===== src/rtl/tiny16_dbg_pkg.sv =====
// rtl/tiny16_dbg_pkg.sv - command codes, loader state encoding and word-size helper
package tiny16_dbg_pkg;

  localparam logic [7:0] CMD_LOAD = 8'h01;
  localparam logic [7:0] CMD_RUN  = 8'h02;
  localparam logic [7:0] CMD_STEP = 8'h03;
  localparam logic [7:0] CMD_HALT = 8'h04;

  typedef enum logic [2:0] {
    ST_IDLE,
    ST_A0,
    ST_A1,
    ST_C0,
    ST_C1,
    ST_DATA,
    ST_WRITE
  } state_t;

  // Bytes per memory word.
  function automatic int wb_of(input int data_w);
    return data_w / 8;
  endfunction

endpackage


===== src/rtl/tiny16_word_pack.sv =====
// rtl/tiny16_word_pack.sv - assembles LSB-first bytes into one memory word
module tiny16_word_pack
  import tiny16_dbg_pkg::*;
#(
  parameter int DATA_W = 16
) (
  input  logic              clk,
  input  logic              rst,
  input  logic              clr,
  input  logic              shift,
  input  logic [7:0]        din,
  output logic [DATA_W-1:0] word_next,
  output logic              last
);

  localparam int WB = wb_of(DATA_W);
  localparam int CW = (WB > 1) ? $clog2(WB) : 1;

  logic [DATA_W-1:0] word_q;
  logic [CW-1:0]     bcnt;

  // Bytes enter at the top and move down, so the first byte ends in the LSB lane.
  generate
    if (WB == 1) begin : g_one
      assign word_next = din;
    end else begin : g_multi
      assign word_next = {din, word_q[DATA_W-1:8]};
    end
  endgenerate

  assign last = (bcnt == CW'(WB - 1));

  always_ff @(posedge clk or posedge rst) begin
    if (rst) begin
      word_q <= '0;
      bcnt   <= '0;
    end else if (clr) begin
      word_q <= '0;
      bcnt   <= '0;
    end else if (shift) begin
      word_q <= word_next;
      bcnt   <= last ? '0 : bcnt + 1'b1;
    end
  end

endmodule


===== src/rtl/tiny16_loader.sv =====
// rtl/tiny16_loader.sv - byte-stream program loader and run/halt/step control for tiny16
module tiny16_loader
  import tiny16_dbg_pkg::*;
#(
  parameter int ADDR_W = 16,
  parameter int DATA_W = 16
) (
  input  logic              clk,
  input  logic              rst,
  input  logic [7:0]        in_data,
  input  logic              in_valid,
  output logic              in_ready,
  output logic              mem_we,
  output logic [ADDR_W-1:0] mem_addr,
  output logic [DATA_W-1:0] mem_wdata,
  output logic              cpu_hold,
  output logic              cpu_en,
  output logic              busy,
  output logic              err
);

  state_t            state;
  logic [15:0]       addr;
  logic [15:0]       remaining;
  logic [7:0]        cnt_lo;
  logic              running;
  logic              accept;
  logic              shift;
  logic              last;
  logic              load_start;
  logic [DATA_W-1:0] word_next;

  assign accept     = in_valid & in_ready;
  assign shift      = accept && (state == ST_DATA);
  assign load_start = accept && (state == ST_IDLE) && (in_data == CMD_LOAD);

  tiny16_word_pack #(.DATA_W(DATA_W)) u_pack (
    .clk       (clk),
    .rst       (rst),
    .clr       (load_start),
    .shift     (shift),
    .din       (in_data),
    .word_next (word_next),
    .last      (last)
  );

  always_ff @(posedge clk or posedge rst) begin
    if (rst) begin
      state     <= ST_IDLE;
      in_ready  <= 1'b1;
      mem_we    <= 1'b0;
      mem_addr  <= '0;
      mem_wdata <= '0;
      cpu_hold  <= 1'b1;
      cpu_en    <= 1'b0;
      busy      <= 1'b0;
      err       <= 1'b0;
      addr      <= '0;
      remaining <= '0;
      cnt_lo    <= '0;
      running   <= 1'b0;
    end else begin
      mem_we <= 1'b0;
      // Free-running enable follows RUN mode; a STEP overrides it for one cycle.
      cpu_en <= running;
      case (state)
        ST_IDLE: begin
          if (accept) begin
            err <= 1'b0;
            case (in_data)
              CMD_LOAD: begin
                state    <= ST_A0;
                busy     <= 1'b1;
                cpu_hold <= 1'b1;
                cpu_en   <= 1'b0;
                running  <= 1'b0;
              end
              CMD_RUN: begin
                cpu_hold <= 1'b0;
                cpu_en   <= 1'b1;
                running  <= 1'b1;
              end
              CMD_STEP: begin
                cpu_hold <= 1'b0;
                cpu_en   <= 1'b1;
                running  <= 1'b0;
              end
              CMD_HALT: begin
                cpu_en  <= 1'b0;
                running <= 1'b0;
              end
              default: err <= 1'b1;
            endcase
          end
        end
        ST_A0: begin
          if (accept) begin
            addr[7:0] <= in_data;
            state     <= ST_A1;
          end
        end
        ST_A1: begin
          if (accept) begin
            addr[15:8] <= in_data;
            state      <= ST_C0;
          end
        end
        ST_C0: begin
          if (accept) begin
            cnt_lo <= in_data;
            state  <= ST_C1;
          end
        end
        ST_C1: begin
          if (accept) begin
            if ({in_data, cnt_lo} == 16'd0) begin
              state <= ST_IDLE;
              busy  <= 1'b0;
            end else begin
              remaining <= {in_data, cnt_lo};
              state     <= ST_DATA;
            end
          end
        end
        ST_DATA: begin
          // Write is issued from the edge that takes the final byte of the word.
          if (shift && last) begin
            state     <= ST_WRITE;
            in_ready  <= 1'b0;
            mem_we    <= 1'b1;
            mem_addr  <= addr[ADDR_W-1:0];
            mem_wdata <= word_next;
            addr      <= addr + 16'd1;
            remaining <= remaining - 16'd1;
          end
        end
        ST_WRITE: begin
          in_ready <= 1'b1;
          if (remaining == 16'd0) begin
            state <= ST_IDLE;
            busy  <= 1'b0;
          end else begin
            state <= ST_DATA;
          end
        end
        default: state <= ST_IDLE;
      endcase
    end
  end

endmodule


===== config.mk =====
export PLATFORM = sky130hd
export DESIGN_NAME = tiny16_loader
export DESIGN_NICKNAME = d
export VERILOG_FILES = /design/src/rtl/tiny16_dbg_pkg.sv /design/src/rtl/tiny16_word_pack.sv /design/src/rtl/tiny16_loader.sv
export SDC_FILE = /design/constraint.sdc
export NUM_CORES = 1
export LEC_CHECK = 0
export ABC_CLOCK_PERIOD_IN_PS = 4400
export CORE_ASPECT_RATIO = 1.5
export CORE_UTILIZATION = 23
export CTS_CLUSTER_DIAMETER = 120
export DETAILED_ROUTE_END_ITERATION = 6
export PLACE_DENSITY = 0.47
export SETUP_SLACK_MARGIN = 0.3
export SLEW_MARGIN = 0
export SYNTH_ARGS = -nofsm -noshare
export SYNTH_HDL_FRONTEND = slang
export SYNTH_SLANG_ARGS = --single-unit

===== constraint.sdc =====
create_clock -name clk -period 4.4 [get_ports clk]
set_input_delay 1.1 -clock clk [delete_from_list [all_inputs] [get_ports clk]]
set_output_delay 1.1 -clock clk [all_outputs]
set_load 0.01 [all_outputs]

==> key figures <==
Route
  • DRT iter0 DRCs: 150
  • Pre-antenna DRT Iters: 4
  • Routed len/inst: 16.47 um
  • Via density per instance: 4.852
  • Via count: around 3600
  • Remaining DRCs: 0
  • Post-Route WL: 12240 um
  • Antenna viol nets, final: 0

STA
  • Final setup fails: 0
  • Final Worst Setup Slack: just under 1000 ps
  • Period utilization: between 70% and 80%
  • Unrepaired setup endpoints after global routing: no
  • Setup Skew: 4.589 ps
  • Slew headroom: 48.46%
  • Least-Margin Pin Slew: 770.2 ps
  • Setup tns final: 0 ps
  • Pins Over Slew Limit: 0
  • FMAX: ~290 MHz
  • Hold Violations, Final: 0
  • Clock period minus worst slack: roughly 3400 ps

Worst setup path
  • Critical Path Start Type: input pin
  • Crit path capture: remaining[12]$_DFFE_PP0P_
  • R2R depth: 4
  • Reg2reg start: state[2]$_DFFE_PP0P_
  • Worst setup path class: in2reg
  • Worst r2r dst: mem_addr[13]$_DFFE_PP0P_
  • Critical path's slowest cell: nor4_1
  • WP data arrival: 3650 ps
  • Crit-path max cell delay: ~670 ps
  • R2r setup slk: 1850 ps
  • CP Max Fanout: 27
  • Critical path, cell by cell: clkdlybuf4s50_1 > nor4_1 > nor4b_4 > a31o_2 > o21ba_1 > o22a_1
  • Kind of end point of the critical path: flop
  • Worst setup path start: in_data[6]
  • Worst EP required: around 4600 ps

Yosys
  • Area leader, netlist: dfrtp_1
  • Top cells by area, synth: dfrtp_1 49%, mux2_2 9.8%, a21oi_1 4.9%
  • Top cell type's share of synthesized area: between 40% and 50%
  • Net count after synthesis: about 460
  • Most common cell in the netlist: dfrtp_1
  • Ys async rst share: 100.0%
  • Seq cells post-synth: 91
  • YS warnings: 0
  • Ys flop type: dfrtp_1
  • Seq/Total Area, Yosys: approximately half
  • Post-synth EDFFs: 0
  • Cell count after synthesis: 444
  • Top cells by count, synth: 89 x dfrtp_1, 44 x a21oi_1, 39 x mux2_2
  • Mean Syn Cell Area: 10.14 um2
  • Synth unique cells: 58
  • Cell area after synthesis: ~0.0045 mm2

Clock tree
  • Worst-path clk slew: approximately 60 ps
  • Postcts setup bufs: 0
  • Bufs on Longest Clock Path: 2
  • Clk_lat worst skew: 350 ps
  • Root buffer cell: clkbuf_16
  • Resize count post-CTS: 0
  • Clk sinks: 91
  • TritonCTS clock tree: built
  • CTS buffer count: 9
  • H-tree depth: 3
  • Hold-fix buffers at CTS: 0

Floorplan
  • Cell row count: 62
  • Core area: 0.01916 mm2
  • Die Wd: between 100 and 150 um
  • Starting Density: 23.49%
  • Die Span Y: 173.3 um
  • Die area: 0.02014 mm2
  • # IOs: slightly below 50

Finish
  • FILL cells: between 1500 and 2000
  • ANT cells: 0
  • Area occupied by registers: 0.002280 mm2
  • Fraction of layout cells with a size suffix above 1: approximately 16%
  • Fin nets: approximately 500
  • Multi-input logic area: 0.002031 mm2
  • Area growth syn-to-layout: 23.77%

Global routing
  • Global-route wire length before repair: approximately 20000 um
  • Largest net degree at the start of global routing: 92
  • Total gr overflow: 0
  • Total track usage: 12.88%
  • Initial antenna violation count: 0
  • Vias in the first global route: 3579

Power and ir drop
  • Switch share: between 30 and 40%
  • NetSw: between 1000 and 1500 uW
  • Comb power frac: a little under two fifths
  • Int Pwr: 2408 uW
  • Pwr Density: around 680 mW/mm2
  • Peak supply drop: 0.2347 mV
  • Seq pwr share: 40.2%
  • Clk network pwr share: 22.6%
  • Leak pwr: 0.002230 uW

Place
  • Pre-CTS WS: about 650 ps
  • Final RePlAce weighted congestion: 0.8158
  • Port bufs: 48
  • Post-DP HPWL: about 8300 um

Status
  • Status: finished, final reports clean

Run
  • Max_cap viols: 0

Hold path
  • Worst hold path class: reg2reg
[cells in the final DEF (no fill, tap or decap), drive strengths merged, types with 2 or more instances in the layout]
cell / synthesis / layout
inv: 13 / 12
o21ba: 2 / 2
nor4: 7 / 7
o211ai: 4 / 4
dfrtp: 89 / 89
o21ai: 34 / 34
ha: 2 / 2
a41oi: 3 / 3
nor2: 33 / 33
nand4: 4 / 4
o22ai: 8 / 8
nor2b: 6 / 6
mux2: 39 / 39
clkdlybuf4s50: 0 / 48
o31ai: 2 / 2
or3: 2 / 2
nand2: 34 / 34
clkbuf: 16 / 12
a31oi: 6 / 6
buf: 14 / 9
xnor2: 2 / 2
bufinv: 0 / 2
and3b: 2 / 2
nor3b: 2 / 2
or4: 6 / 6
nor3: 10 / 10
clkinv: 0 / 2
nand3: 16 / 16
a221o: 3 / 3
a22oi: 2 / 2
a21oi: 44 / 44
dfstp: 2 / 2
and3: 8 / 8
o22a: 9 / 9
[critical path, delay by kind of cell]
family,cells,cell delay [ps]
AND/OR/NAND/NOR,2,1030
AO/OA/AOI/OAI,3,910
buffers and inverters,1,600
[power groups by stage]
stage,Sequential [uW],Clock (uW),Combinational (uW)
6_report,1530,860,1410
5_1_grt,1590,913,1570
4_1_cts,1530,883,1430
3_5_place_dp,1540,0,1420
3_3_place_gp,1530,0,1400
2_1_floorplan,1460,0,955
[stage by stage]
stage	area, um2	power, uW	hold slack [ps]	std cells	util, %
2_1_floorplan	4501	2419	469.5	444	-
3_5_place_dp	5241	2966	486.3	727	27.35
6_report	5570	3807	503.3	743	29.07
4_1_cts	5570	3845	504.6	743	29.07
5_1_grt	5570	4070	522.3	743	29.07
3_3_place_gp	5241	2930	486.4	727	27.35
[metal layers]
metal	vias to the layer above	global-route usage [%]	part of all wire (%)
met5	-	0	0
met3	11	2.203	3.6
met2	82	21.43	50
met4	0	5.449	1.9
met1	1809	16.20	44
li1	1703	-	-
[worst min-delay path by stage]
stage	cells after the start	slack, ps	from	endpoint
5_1_grt	1	520	u_pack.word_q[9]$_DFFE_PP0P_	mem_wdata[1]$_DFFE_PP0P_
3_5_place_dp	1	490	u_pack.word_q[13]$_DFFE_PP0P_	mem_wdata[5]$_DFFE_PP0P_
3_3_place_gp	1	490	u_pack.word_q[12]$_DFFE_PP0P_	mem_wdata[4]$_DFFE_PP0P_
6_report	1	500	u_pack.word_q[9]$_DFFE_PP0P_	mem_wdata[1]$_DFFE_PP0P_
4_1_cts	1	500	u_pack.word_q[13]$_DFFE_PP0P_	mem_wdata[5]$_DFFE_PP0P_
2_1_floorplan	1	470	addr[12]$_DFFE_PP0P_	addr[12]$_DFFE_PP0P_
[registers in the layout (all words and copies together) (netlist names)]
name and count:
busy 1, cnt_lo 8, mem_we 1, err 1
u_pack.word_q 8, cpu_en 1, mem_addr 16, remaining 16
cpu_hold 1, in_ready 1, running 1, addr 16
state 3, u_pack.last 1, mem_wdata 16
[cell families (layout without fill, tap and decap cells)]
group,after synthesis,count (layout),synth area share (%)
buf+inv,43,86,4.254
compound gates,130,130,18.04
simple gates,136,136,16.12
flops,91,91,50.65
mux,40,40,9.981
xor+xnor,2,2,0.3893
fa+ha+maj,2,2,0.5559
[cell type report]
class	count	share of cell area, %
Sequential cell	91	40.93
Inverter	13	0.8985
Clock inverter	4	1.303
Clock buffer	12	4.605
Tap cell	256	5.750
Timing Repair Buffer	57	10.06
Multi-Input combinational cell	310	36.46
No activity file was read; power rests on OpenSTA's default activity.
